**config.mk**
```make
export PLATFORM = sky130hd
export DESIGN_NAME = ram_fifo_ctl
export DESIGN_NICKNAME = d
export VERILOG_FILES = /design/src/rtl/ram_fifo_ctl.sv
export SDC_FILE = /design/constraint.sdc
export NUM_CORES = 1
export LEC_CHECK = 0
export BUFFER_PORTS_ARGS = -buffer_cell sky130_fd_sc_hd__buf_2
export CAP_MARGIN = 10
export CORE_MARGIN = 4
export CORE_UTILIZATION = 30
export DETAILED_ROUTE_END_ITERATION = 10
export PLACE_DENSITY = 0.54
export SYNTH_ARGS = -nofsm -noshare
export SYNTH_HDL_FRONTEND = slang
export SYNTH_SLANG_ARGS = --single-unit
```
**constraint.sdc**
```tcl
create_clock -name AClkH -period 4.4 [get_ports AClkH]
set_clock_uncertainty 0.1 [all_clocks]
set_input_delay 0 -clock AClkH [delete_from_list [all_inputs] [get_ports AClkH]]
set_output_delay 0 -clock AClkH [all_outputs]
set_load 0.1 [all_outputs]
```
**src/rtl/ram_fifo_ctl.sv**
```systemverilog
// FIFO controller around an external simple-dual-port RAM with one-cycle read latency.
// A two-word output stage (head + skid) hides the RAM latency so push and pop can both run every cycle.
module ram_fifo_ctl #(
    parameter int CAddrLen = 13,
    parameter int CDataLen = 128
) (
    input  logic                AClkH,
    input  logic                AResetH,
    input  logic                AClkHEn,
    input  logic [CDataLen-1:0] AWrData,
    input  logic                AWrValid,
    output logic                AWrReady,
    output logic [CDataLen-1:0] ARdData,
    output logic                ARdValid,
    input  logic                ARdReady,
    output logic [CAddrLen:0]   ALevel,
    output logic [CAddrLen-1:0] ARamAddrWr,
    output logic [CAddrLen-1:0] ARamAddrRd,
    output logic [CDataLen-1:0] ARamMosi,
    output logic                ARamWrEn,
    input  logic [CDataLen-1:0] ARamMiso
);

    localparam logic [CAddrLen:0] Capacity = {1'b1, {CAddrLen{1'b0}}};

    logic [CAddrLen-1:0] wr_ptr;
    logic [CAddrLen-1:0] rd_ptr;
    logic [CAddrLen-1:0] rd_addr_q;
    logic [CAddrLen:0]   level;
    logic [CAddrLen:0]   level_next;
    logic [CAddrLen:0]   unread;
    logic                inflight;
    logic                head_valid;
    logic                skid_valid;
    logic                wr_ready_q;
    logic [CDataLen-1:0] head_data;
    logic [CDataLen-1:0] skid_data;
    logic                push;
    logic                pop;
    logic                issue;
    logic [1:0]          pending;

    // Ready is registered; the reset term only forces it low while reset is asserted.
    assign AWrReady   = wr_ready_q & ~AResetH;
    assign push       = AWrValid & AWrReady & AClkHEn;
    assign pop        = head_valid & ARdReady & AClkHEn;
    assign pending    = {1'b0, head_valid} + {1'b0, skid_valid} + {1'b0, inflight};
    assign issue      = AClkHEn & ~AResetH & (unread != '0) & (pending < (2'd2 + {1'b0, pop}));

    assign ARamWrEn   = push;
    assign ARamAddrWr = wr_ptr;
    assign ARamMosi   = AWrData;
    // Holding the last read address keeps ARamMiso stable across enable stalls.
    assign ARamAddrRd = issue ? rd_ptr : rd_addr_q;

    assign ARdValid   = head_valid;
    assign ARdData    = head_valid ? head_data : '0;
    assign ALevel     = level;

    always_comb begin
        level_next = level;
        case ({push, pop})
            2'b10:   level_next = level + 1'b1;
            2'b01:   level_next = level - 1'b1;
            default: level_next = level;
        endcase
    end

    always_ff @(posedge AClkH) begin
        if (AResetH) begin
            wr_ptr     <= '0;
            rd_ptr     <= '0;
            rd_addr_q  <= '0;
            level      <= '0;
            unread     <= '0;
            inflight   <= 1'b0;
            head_valid <= 1'b0;
            skid_valid <= 1'b0;
            head_data  <= '0;
            skid_data  <= '0;
            wr_ready_q <= 1'b1;
        end else if (AClkHEn) begin
            if (push) begin
                wr_ptr <= wr_ptr + 1'b1;
            end
            if (issue) begin
                rd_ptr    <= rd_ptr + 1'b1;
                rd_addr_q <= rd_ptr;
            end
            case ({push, issue})
                2'b10:   unread <= unread + 1'b1;
                2'b01:   unread <= unread - 1'b1;
                default: unread <= unread;
            endcase
            level      <= level_next;
            wr_ready_q <= (level_next < Capacity);
            inflight   <= issue;

            // Returning RAM word lands behind whatever remains in the stage after a pop.
            if (pop) begin
                if (skid_valid) begin
                    head_data  <= skid_data;
                    skid_valid <= inflight;
                    if (inflight) begin
                        skid_data <= ARamMiso;
                    end
                end else begin
                    head_valid <= inflight;
                    head_data  <= inflight ? ARamMiso : '0;
                end
            end else if (inflight) begin
                if (!head_valid) begin
                    head_valid <= 1'b1;
                    head_data  <= ARamMiso;
                end else begin
                    skid_valid <= 1'b1;
                    skid_data  <= ARamMiso;
                end
            end
        end
    end

endmodule

```
Word level (Yosys, flattened, before mapping):

Cells that the tools add are included.

* register bits after elaboration: 327
* word-level logic and storage cells: 71

* add/subtract/negate cells: 9
* $lt $le $gt $ge: 2
* equal/unequal tests: 8
* muxes and demuxes: 21
* bitwise logic cells: 9
* reduce and logical (&&, ||, !) cells: 11

Operators with widths (number)
* $mux 128: 11
* $pmux 14 s2: 2
* $add 14x1->14 const B: 2
* $sub 14x1->14 const B: 2
* $add 13x1->13 const B: 2
* $lt 14x14->1 const B: 1
* $reduce_bool 14->1: 1
* $mux 13: 1
* $reduce_and 3->1: 3
* $and 1x1->1: 8
* $mux 1: 7
* $ne 2x2->1 const B: 3
* $reduce_and 2->1: 3
* $reduce_bool 2->1: 3
* $reduce_and 5->1: 1
* $eq 2x1->1 const B: 2
* $eq 2x2->1 const B: 2
* $add 1x1->2: 1
* $add 2x1->2: 1
* $add 2x1->2 const A: 1
* $lt 2x2->1: 1
* $ne 2x1->1 const B: 1
* $not 1->1: 1

Longest topological paths before layout:

Gate-level depths: netlist of the first run.

* depth after elaboration: 8
* depth in mapped cells: 19
* depth with buffers taken out: 14

Least setup slack after synthesis of the first run:

OpenSTA, ideal clock, no wires.

* path kind: register -> register
* from: register head_valid (netlist: ARdValid)
* to: register unread[12]
* arrival: 5.022 ns
* path slack: -0.846 ns
* stages on the path, launching flop included: 20
* path buffers: 5
* path through: dfxtp_1 -> fa_1 -> nand3b_1 -> a21boi_1 -> nand2_1 -> inv_2 -> buf_2 -> ha_1 -> buf_6 -> buf_4 -> buf_2 -> buf_1 -> xor2_1 -> ha_1 -> a21boi_2 -> o22ai_2 -> or4_4 -> a31oi_2 -> mux2i_1 -> mux2_1

* word-level cells in the longest chain between the ends: 8
* elaborated cells between the ends (all ways): 12
* classes of those cells: add/sub: 3; order compare: 1; eq/ne: 2; mux: 1; bitwise: 3; reduce/logical: 2

RTL lines
* start: declaration: RTL line 33 `logic head_valid;`
* start signal: assignment: RTL line 108 `head_valid <= inflight;`
* $and 1x1->1 (2 in series): RTL line 46 `assign pop = head_valid & ARdReady & AClkHEn;`
* $add 2x1->2: RTL line 48 `assign issue = AClkHEn & ~AResetH & (unread != '0) & (pending < (2'd2 + {1'b0, pop}));`
* $lt 2x2->1 (*): RTL line 48
* $and 1x1->1 (*): RTL line 48
* via issue: RTL line 40 `logic issue;`
* $eq 2x1->1 or $eq 2x2->1 (tied branches): RTL line 90 `case ({push, issue})`
* $reduce_bool 2->1 (no line)
* $reduce_and 2->1 (no line)
* end signal: assignment: RTL line 91 `2'b10: unread <= unread + 1'b1;`
* end signal: assignment: RTL line 92 `2'b01: unread <= unread - 1'b1;`
* end signal: assignment: RTL line 93 `default: unread <= unread;`
* end: declaration: RTL line 31 `logic [CAddrLen:0] unread;`

The timed path passes the listed nets; every way through them passes the cells marked *.
A chain may end at the register's enable or synchronous reset.

Worst setup path after layout of the first run:

* from: register skid_valid
* to: register unread[11]

* word-level cells in the longest chain between the ends: 7
* elaborated cells between the ends (all ways): 9
* classes of those cells: add/sub: 2; order compare: 1; eq/ne: 2; mux: 1; bitwise: 1; reduce/logical: 2

RTL lines
* start: declaration: RTL line 34 `logic skid_valid;`
* start signal: assignment: RTL line 103 `skid_valid <= inflight;`
* $add 1x1->2 (*): RTL line 47 `assign pending = {1'b0, head_valid} + {1'b0, skid_valid} + {1'b0, inflight};`
* $add 2x1->2 (*): RTL line 47
* $lt 2x2->1 (*): RTL line 48
* $and 1x1->1 (*): RTL line 48
* $eq 2x1->1 or $eq 2x2->1 (tied branches): RTL line 90
* $reduce_bool 2->1 (no line)
* $reduce_and 2->1 (no line)

Mark *: on every way between the ends. The rest lies on a longest branch, timed or not.

==> impl_metrics.ini, run 1 <==
[outcome]
outcome = completed

[sta]
hold_ws_ns = 0.146
fin_tns_setup_ns = 0
rsz0062_at_grt = false
slew_violations = 0
fin_crit_sh_pct = 92.4
worst_slack_ns = 0.333
period_minus_slack_ns = 4.07
slew_headroom_pct = 21.3
fmax_mhz = 246
tightest_slew_ns = 1.18
finalSetupViolCount = 0
hold_violations = 0

[clocking]
cts_tree = built
post-cts-setup-buffer-count = 0
cts_sinks = 327
ctsHoldBuffers = 260
clockBufferDepth = 3
cts_resized = 0
cts_buffers = 39
cts-root-buf = clkbuf_16
clkTransAtPathRegs_ns = 0.06
htreeDepth = 2
clk_latency_ns = 0.55

[finish]
drive_gt1_share_pct = 17.8
fillers = 5221
area_growth_pct = 31.4
final_util_pct = 40.0
layout.cells.non_filler = 3026
multi_input_area_um2 = 7500
regArea_um2 = 6550
fin_area_um2 = 20600
num-nets-final = 2599

[die]
ios = 560
die_h_um = 237
std_cell_rows = 83
start_util_pct = 30.4
coreArea_um2 = 51500
die_x_um = 237
dieArea_um2 = 56000

[worst_setup_path]
critPathLaunchType = register
worstPathArrival_ns = 4.46
critical_path_class = register to register
required_ns = 4.79
crit_path_end_kind = register
crit_fanout = 14

[synthesis]
yosys.area.top_type = dfxtp_1
synth_cells = 1976
ys_async_sr_fraction_pct = 0
postSynthAreaPerCell_um2 = 7.93
synth_top_area_share_pct = 41.8
ys_warn_count = 0
synth_area_um2 = 15700
synth_edf_count = 0
ys_ff_latch = 327
ys.flop_type = dfxtp_1
synth.most_common_cell = nand2_1
yosysSeqAreaShare_pct = 41.8
synth.area.top_cells = dfxtp_1 (42%), nand2_1 (7.9%), a221oi_1 (7.2%)
syn_nets = 2257
yosys-top-cells-count = nand2_1 (329), dfxtp_1 (327), nor2_1 (181), a21oi_1 (166), nor3_1 (144)
synth_cell_types = 74

[place]
dpl_cell_area_um2 = 16700
dp_slack_ns = 0.356
io_buffers = 303
dp.cells = 2697
place.gp.congestion = 0.818
hpwl_um = 30400

[detailed_routing]
antenna_left = 0
routed_via_density = 5.03
drc_errors = 0
vias = 15200
dr.pass1.iters = 5
wire_per_inst_um = 17.2
totalWireLength_um = 52000
first_iter_violations = 972

[grt]
grt_pass1_wl_um = 81100
grt_pass1_vias = 14900
grt_start_max_net_pins = 102
grt_overflow = 0
antenna_found_initial = 2
track_usage_pct = 17.3

[power]
power_mw = 7.06
max-vdd-ir-drop_mv = 0.255
powerDensity_nw_per_um2 = 343
p_leak_nw = 8.04

[worst_hold_path]
hold_path.class = input pin to register

[flow_run]
drv_cap = 0
-- worst paths after layout --
kind / startpoint / cells after the start / slack [ns] / end
worst max-delay path: skid_valid / 13 / 0.33 / unread[11]
worst min-delay path: ARamMiso[105] / 4 / 0.15 / skid_data[105]
worst max register to register: skid_valid / 13 / 0.33 / unread[11]
worst min register to register: skid_data[24] / 2 / 0.35 / skid_data[24]
-- placed cells by master, fill, tap and decap left out, drive strengths merged, types with 10 or more instances in the layout --
master and instances:
buf 331, nand2 329, dfxtp 327, dlygate4sd3 260
nor2 181, a21oi 167, nor3 144, a221oi 130
and2 130, clkbuf 58, o21ai 36, xnor2 22
nor2b 21, ha 18, inv 16, xor2 13
and3 12, nand3 12, or3 10
-- registers in the layout (all words and copies together) (netlist names) --
name / cells
rd_ptr: 13
ARamAddrWr: 13
ALevel: 14
skid_data: 128
ARdValid: 1
wr_ready_q: 1
rd_addr_q: 13
skid_valid: 1
unread: 14
head_data: 128
inflight: 1
-- final cells by class --
class / count / area share, %
Antenna cell: 2 / 0.0243
Clock buffer: 58 / 5.63
Clock inverter: 9 / 0.443
Inverter: 16 / 0.292
Multi-Input combinational cell: 1343 / 36.4
Sequential cell: 327 / 31.8
Tap cell: 680 / 4.13
Timing Repair Buffer: 591 / 21.3
-- critical path, cell delays in order (launching register included) --
cell,delay [ns]
dfxtp_1,0.48
fa_1,0.47
nand3b_1,0.18
a21boi_2,0.24
nand2_2,0.09
inv_2,0.22
ha_1,0.40
buf_4,0.28
clkinv_1,0.32
a21oi_1,0.22
nor2_1,0.06
a2111oi_0,0.39
or4b_1,0.48
nand3_1,0.09
-- layer usage --
metal	part of all wire (%)	GRT usage [%]
met4	2.5	5.40
met1	42	21.1
met3	6.2	3.79
met2	50	30.4
met5	0	0
-- power by group --
part	total [mW]	switching, mW	internal (mW)	leakage [nW]
clock	3.17	1.29	1.88	0.614
sequential	2.99	0.0120	2.98	2.63
combinational	0.898	0.664	0.233	4.79
total	7.06	1.97	5.09	8.04
-- cell families after synthesis --
family	count (synthesis)	synth area share (%)
xor gates and xnor gates	35	1.96
buffers and inverters	306	10.6
and+or+nand+nor	892	26.6
adders and majority gates	20	1.69
DFF	327	41.8
AOI/OAI and AO/OA	389	16.9
muxes	7	0.487
Note: power is estimated with default switching activity, not from simulation.
==> inputs of run 2 (changes only) <==
--- a/config.mk
+++ b/config.mk
@@ -10,7 +10,8 @@
 export CORE_MARGIN = 4
 export CORE_UTILIZATION = 30
 export DETAILED_ROUTE_END_ITERATION = 10
-export PLACE_DENSITY = 0.54
+export GPL_ROUTABILITY_DRIVEN = 1
+export PLACE_DENSITY = 0.52
 export SYNTH_ARGS = -nofsm -noshare
 export SYNTH_HDL_FRONTEND = slang
 export SYNTH_SLANG_ARGS = --single-unit
==> constraint.sdc (replaced) <==
create_clock -name AClkH -period 5.24 [get_ports AClkH]
set_clock_uncertainty 0.1 [all_clocks]
set_input_delay 0 -clock AClkH [delete_from_list [all_inputs] [get_ports AClkH]]
set_output_delay 0 -clock AClkH [all_outputs]
set_load 0.1 [all_outputs]
==> impl_metrics.ini, run 2 (synthesis results as in run 1) <==
[detailed_routing]
totalWireLength_um = 51500
dr.pass1.iters = 6
vias = 15200
drc_errors = 0
antenna_left = 0
routed_via_density = 5.03
first_iter_violations = 838
wire_per_inst_um = 17.0

[clocking]
clockBufferDepth = 3
htreeDepth = 2
cts-root-buf = clkbuf_16
clkTransAtPathRegs_ns = 0.06
cts_tree = built
cts_buffers = 40
cts_sinks = 327
post-cts-setup-buffer-count = 0
clk_latency_ns = 0.55

[power]
powerDensity_nw_per_um2 = 302
max-vdd-ir-drop_mv = 0.190
p_leak_nw = 8.11

[grt]
antenna_found_initial = 0
grt_overflow = 0
grt_start_max_net_pins = 102
grt_pass1_vias = 15200
grt_pass1_wl_um = 80800
track_usage_pct = 17.1

[finish]
area_growth_pct = 32.4
antenna_cells = 0
layout.cells.non_filler = 3026
final_cell_mix = nand2_1 (328), dfxtp_1 (326), buf_2 (302)
num-nets-final = 2597
reg.largest.list = head_data x128, skid_data x128
drive_gt1_share_pct = 17.7
final_common_cell = nand2_1

[sta]
fin_tns_setup_ns = 0
slew_headroom_pct = 24.2
fmax_mhz = 242
finalSetupViolCount = 0
worst_slack_ns = 1.11
rsz0062_at_grt = false
period_minus_slack_ns = 4.13
slew_violations = 0
tightest_slew_ns = 1.14
hold_violations = 0
fin_crit_sh_pct = 78.8
hold_ws_ns = 0.152

[worst_setup_path]
crit_fanout = 14
worstPathArrival_ns = 4.46
crit_path_end_kind = register
critPathLaunchType = register
required_ns = 5.56
critical_path_class = register to register

[die]
coreArea_um2 = 51500
ios = 560
start_util_pct = 30.4
die_h_um = 237
std_cell_rows = 83
dieArea_um2 = 56000
die_x_um = 237

[outcome]
outcome = completed

[flow_run]
drv_cap = 0

[place]
io_buffers = 303
dp.cells = 2689
place.gp.congestion = 0.817
hpwl_um = 29900
dp_slack_ns = 1.16

[worst_hold_path]
hold_path.class = input pin to register
==> run 2: per-stage QoR <==
step | util [%] | area (µm²) | total power, mW
after floorplan | - | 15700 | 3.13
after global placement | 32.4 | 16700 | 2.76
after detailed placement | 32.4 | 16700 | 2.77
after CTS | 40.3 | 20800 | 6.37
after global routing | 40.3 | 20800 | 6.48
final | 40.3 | 20800 | 6.27
==> run 2: what timing repair did <==
action | in CTS | in global routing
hold endpoints to repair | 451 | 0
hold buffers | 265 | 0
resized for setup | 0 | 0
==> run 2: power by group <==
part / switching [mW] / total [mW] / internal (mW)
sequential: 0.00976 / 2.51 / 2.50
clock: 1.13 / 3.01 / 1.87
combinational: 0.556 / 0.750 / 0.194
total: 1.70 / 6.27 / 4.57
==> run 2: worst paths after layout <==
path / endpoint / slack, ns / from / cells after the start
max: unread[12] / 1.11 / skid_valid / 14
max reg2reg: unread[12] / 1.11 / skid_valid / 14
min: skid_data[41] / 0.15 / ARamMiso[41] / 4
min reg2reg: skid_data[85] / 0.35 / skid_data[85] / 2
==> run 2: critical path: stages (launching register included) <==
cell and delay [ns]:
dfxtp_1 0.48, fa_1 0.46, nand3b_1 0.17, a21boi_1 0.25, nand2_1 0.13, inv_2 0.24, ha_1 0.26, xor2_1 0.17
ha_1 0.22, a21boi_2 0.18, o22ai_2 0.12, or4_4 0.50, a31oi_2 0.19, mux2i_1 0.23, mux2_1 0.33
==> run 2: routing by layer <==
metal  vias to the layer above  part of all wire [%]  wire (µm)  global-route usage (%)
met1                      7308                    41      21300                    20.9
met4                         0                   2.6       1310                    5.47
met5                         -                     0          0                       0
met3                        90                   5.8       3010                    3.82
li1                       7377                     -          -                       -
met2                       448                    50      25900                    30.1
==> run 2: layout make-up <==
type,count,area (µm²)
timing repair buffer,588,4370
fill,5310,30800
tap,680,851
clock inverter,19,300
clock buffer,53,1130
sequential,327,6550
inverter,16,60.1
multi-input combinational,1343,7500
==> inputs of run 3 (changes only) <==
==> constraint.sdc (replaced) <==
create_clock -name AClkH -period 4.1 [get_ports AClkH]
set_clock_uncertainty 0.1 [all_clocks]
set_input_delay 0 -clock AClkH [delete_from_list [all_inputs] [get_ports AClkH]]
set_output_delay 0 -clock AClkH [all_outputs]
set_load 0.1 [all_outputs]
==> impl_metrics.ini, run 3 (synthesis results as in run 1) <==
[die]
die_h_um = 237
start_util_pct = 30.4
std_cell_rows = 83
dieArea_um2 = 56000
ios = 560
coreArea_um2 = 51500
die_x_um = 237

[worst_setup_path]
crit_fanout = 13
rr_startpoint = unread[9]
crit_buf_inv = 1
reg2reg_depth = 13
cp_num_cells = 13
worstPathArrival_ns = 4.12
path_cells = nor4_1 -> nand4_1 -> nand2_2 -> inv_2 -> ha_4 -> xor2_1 -> ha_2 -> or3_1 -> a21oi_2 -> o41a_1 -> nand3_1 -> a31oi_1 -> mux2_2
crit_slowest_cell = nor4_1
crit_path_end_kind = register
crit_start = unread[9]
path_delay_family = simple AND/OR/NAND/NOR gates
critical_path_class = register to register
required_ns = 4.43
critPathLaunchType = register
slowest_delay_ns = 0.54
r2r_slack_ns = 0.31

[clocking]
cts_sinks = 327
cts-root-buf = clkbuf_16
cts_tree = built
clockBufferDepth = 3
clk_latency_ns = 0.54
post-cts-setup-buffer-count = 0
htreeDepth = 2
clkTransAtPathRegs_ns = 0.06
cts_buffers = 40

[finish]
regArea_um2 = 6550
layout.cells.non_filler = 3024
area_growth_pct = 32.0
final_cell_mix = nand2_1 (327), dfxtp_1 (326), buf_2 (302)
multi_input_area_um2 = 7530
num-nets-final = 2600
final_common_cell = nand2_1
reg.largest.list = head_data x128, skid_data x128
antenna_cells = 0
final_util_pct = 40.2
drive_gt1_share_pct = 18.0
fillers = 5285

[detailed_routing]
routed_via_density = 5.07
vias = 15300
antenna_left = 0
totalWireLength_um = 52700
drc_errors = 0
dr.pass1.iters = 8
wire_per_inst_um = 17.4
first_iter_violations = 961

[place]
place.gp.congestion = 0.828
dp.cells = 2697
io_buffers = 303
hpwl_um = 31000

[sta]
hold_violations = 0
rsz0062_at_grt = false
fmax_mhz = 264
slew_violations = 0
tightest_slew_ns = 1.12
period_minus_slack_ns = 3.79
slew_headroom_pct = 25.6
fin_crit_sh_pct = 92.4
finalSetupViolCount = 0

[grt]
grt_pass1_vias = 14900
track_usage_pct = 17.6
grt_overflow = 0
grt_pass1_wl_um = 82100
antenna_found_initial = 0
grt_start_max_net_pins = 100

[flow_run]
drv_cap = 0

[worst_hold_path]
hold-path-cell-count = 4
hp-start = ARamMiso[107]
hold_path.class = input pin to register

[power]
p_leak_nw = 8.07
power_mw = 7.73
max-vdd-ir-drop_mv = 0.244
powerDensity_nw_per_um2 = 374

[outcome]
outcome = completed
[run 3: cell count changes in the layout (fill, tap and decap cells not counted), moves of 2 or more]
cell           change
bufinv_16          -4
buf_4              +7
ha_1               -2
dlygate4sd3_1      -5
clkbuf_8           +3
[run 3: layout make-up]
cell class | instances | share of cell area [%]
clock inverters | 11 | 0.671
multi-input cells | 1343 | 36.4
repair buffers | 591 | 21.2
inverters | 16 | 0.290
flip-flops and latches | 327 | 31.7
well taps | 680 | 4.11
clock buffers | 56 | 5.67
[run 3: what timing repair did]
action / CTS / global route
gates resized for setup: 0 / 0
setup endpoints to repair: 0 / 0
hold endpoints to repair: 392 / 0
hold buffers: 260 / 0
[run 3: path summary, 6_finish.rpt]
kind,to
setup / recovery,unread[8]
setup reg to reg,unread[8]
hold reg to reg,skid_data[118]
hold / removal,skid_data[107]
[run 3: metrics by stage]
step,hold slack [ns],cell area (µm²),setup slack [ns],setup TNS (ns)
floorplan,0.0360,15700,-0.0728,-0.0772
global route,0.153,20700,0.0177,0
finish,0.159,20700,0.311,0
global placement,-0.0993,16800,0.487,0
CTS,0.115,20700,0.358,0
detailed placement,-0.0993,16800,0.384,0
[run 3: tightest hold or removal path, cell delays in order]
cell,delay (ns)
dlygate4sd3_1,0.53
buf_2,0.12
nand2_1,0.05
a21oi_1,0.05
[run 3: metal layers]
| layer | track usage, % | vias up | share of wire [%] |
|---|---|---|---|
| met5 | 0 | - | 0 |
| met2 | 30.3 | 520 | 49 |
| met3 | 3.52 | 96 | 6.0 |
| li1 | - | 7373 | - |
| met4 | 6.12 | 0 | 2.9 |
| met1 | 21.9 | 7350 | 42 |
[run 3: report_power, final]
group          switching, mW  internal [mW]  total [mW]
clock                   1.38           2.17        3.55
sequential            0.0125           3.20        3.21
combinational          0.715          0.251       0.965
total                   2.11           5.62        7.73
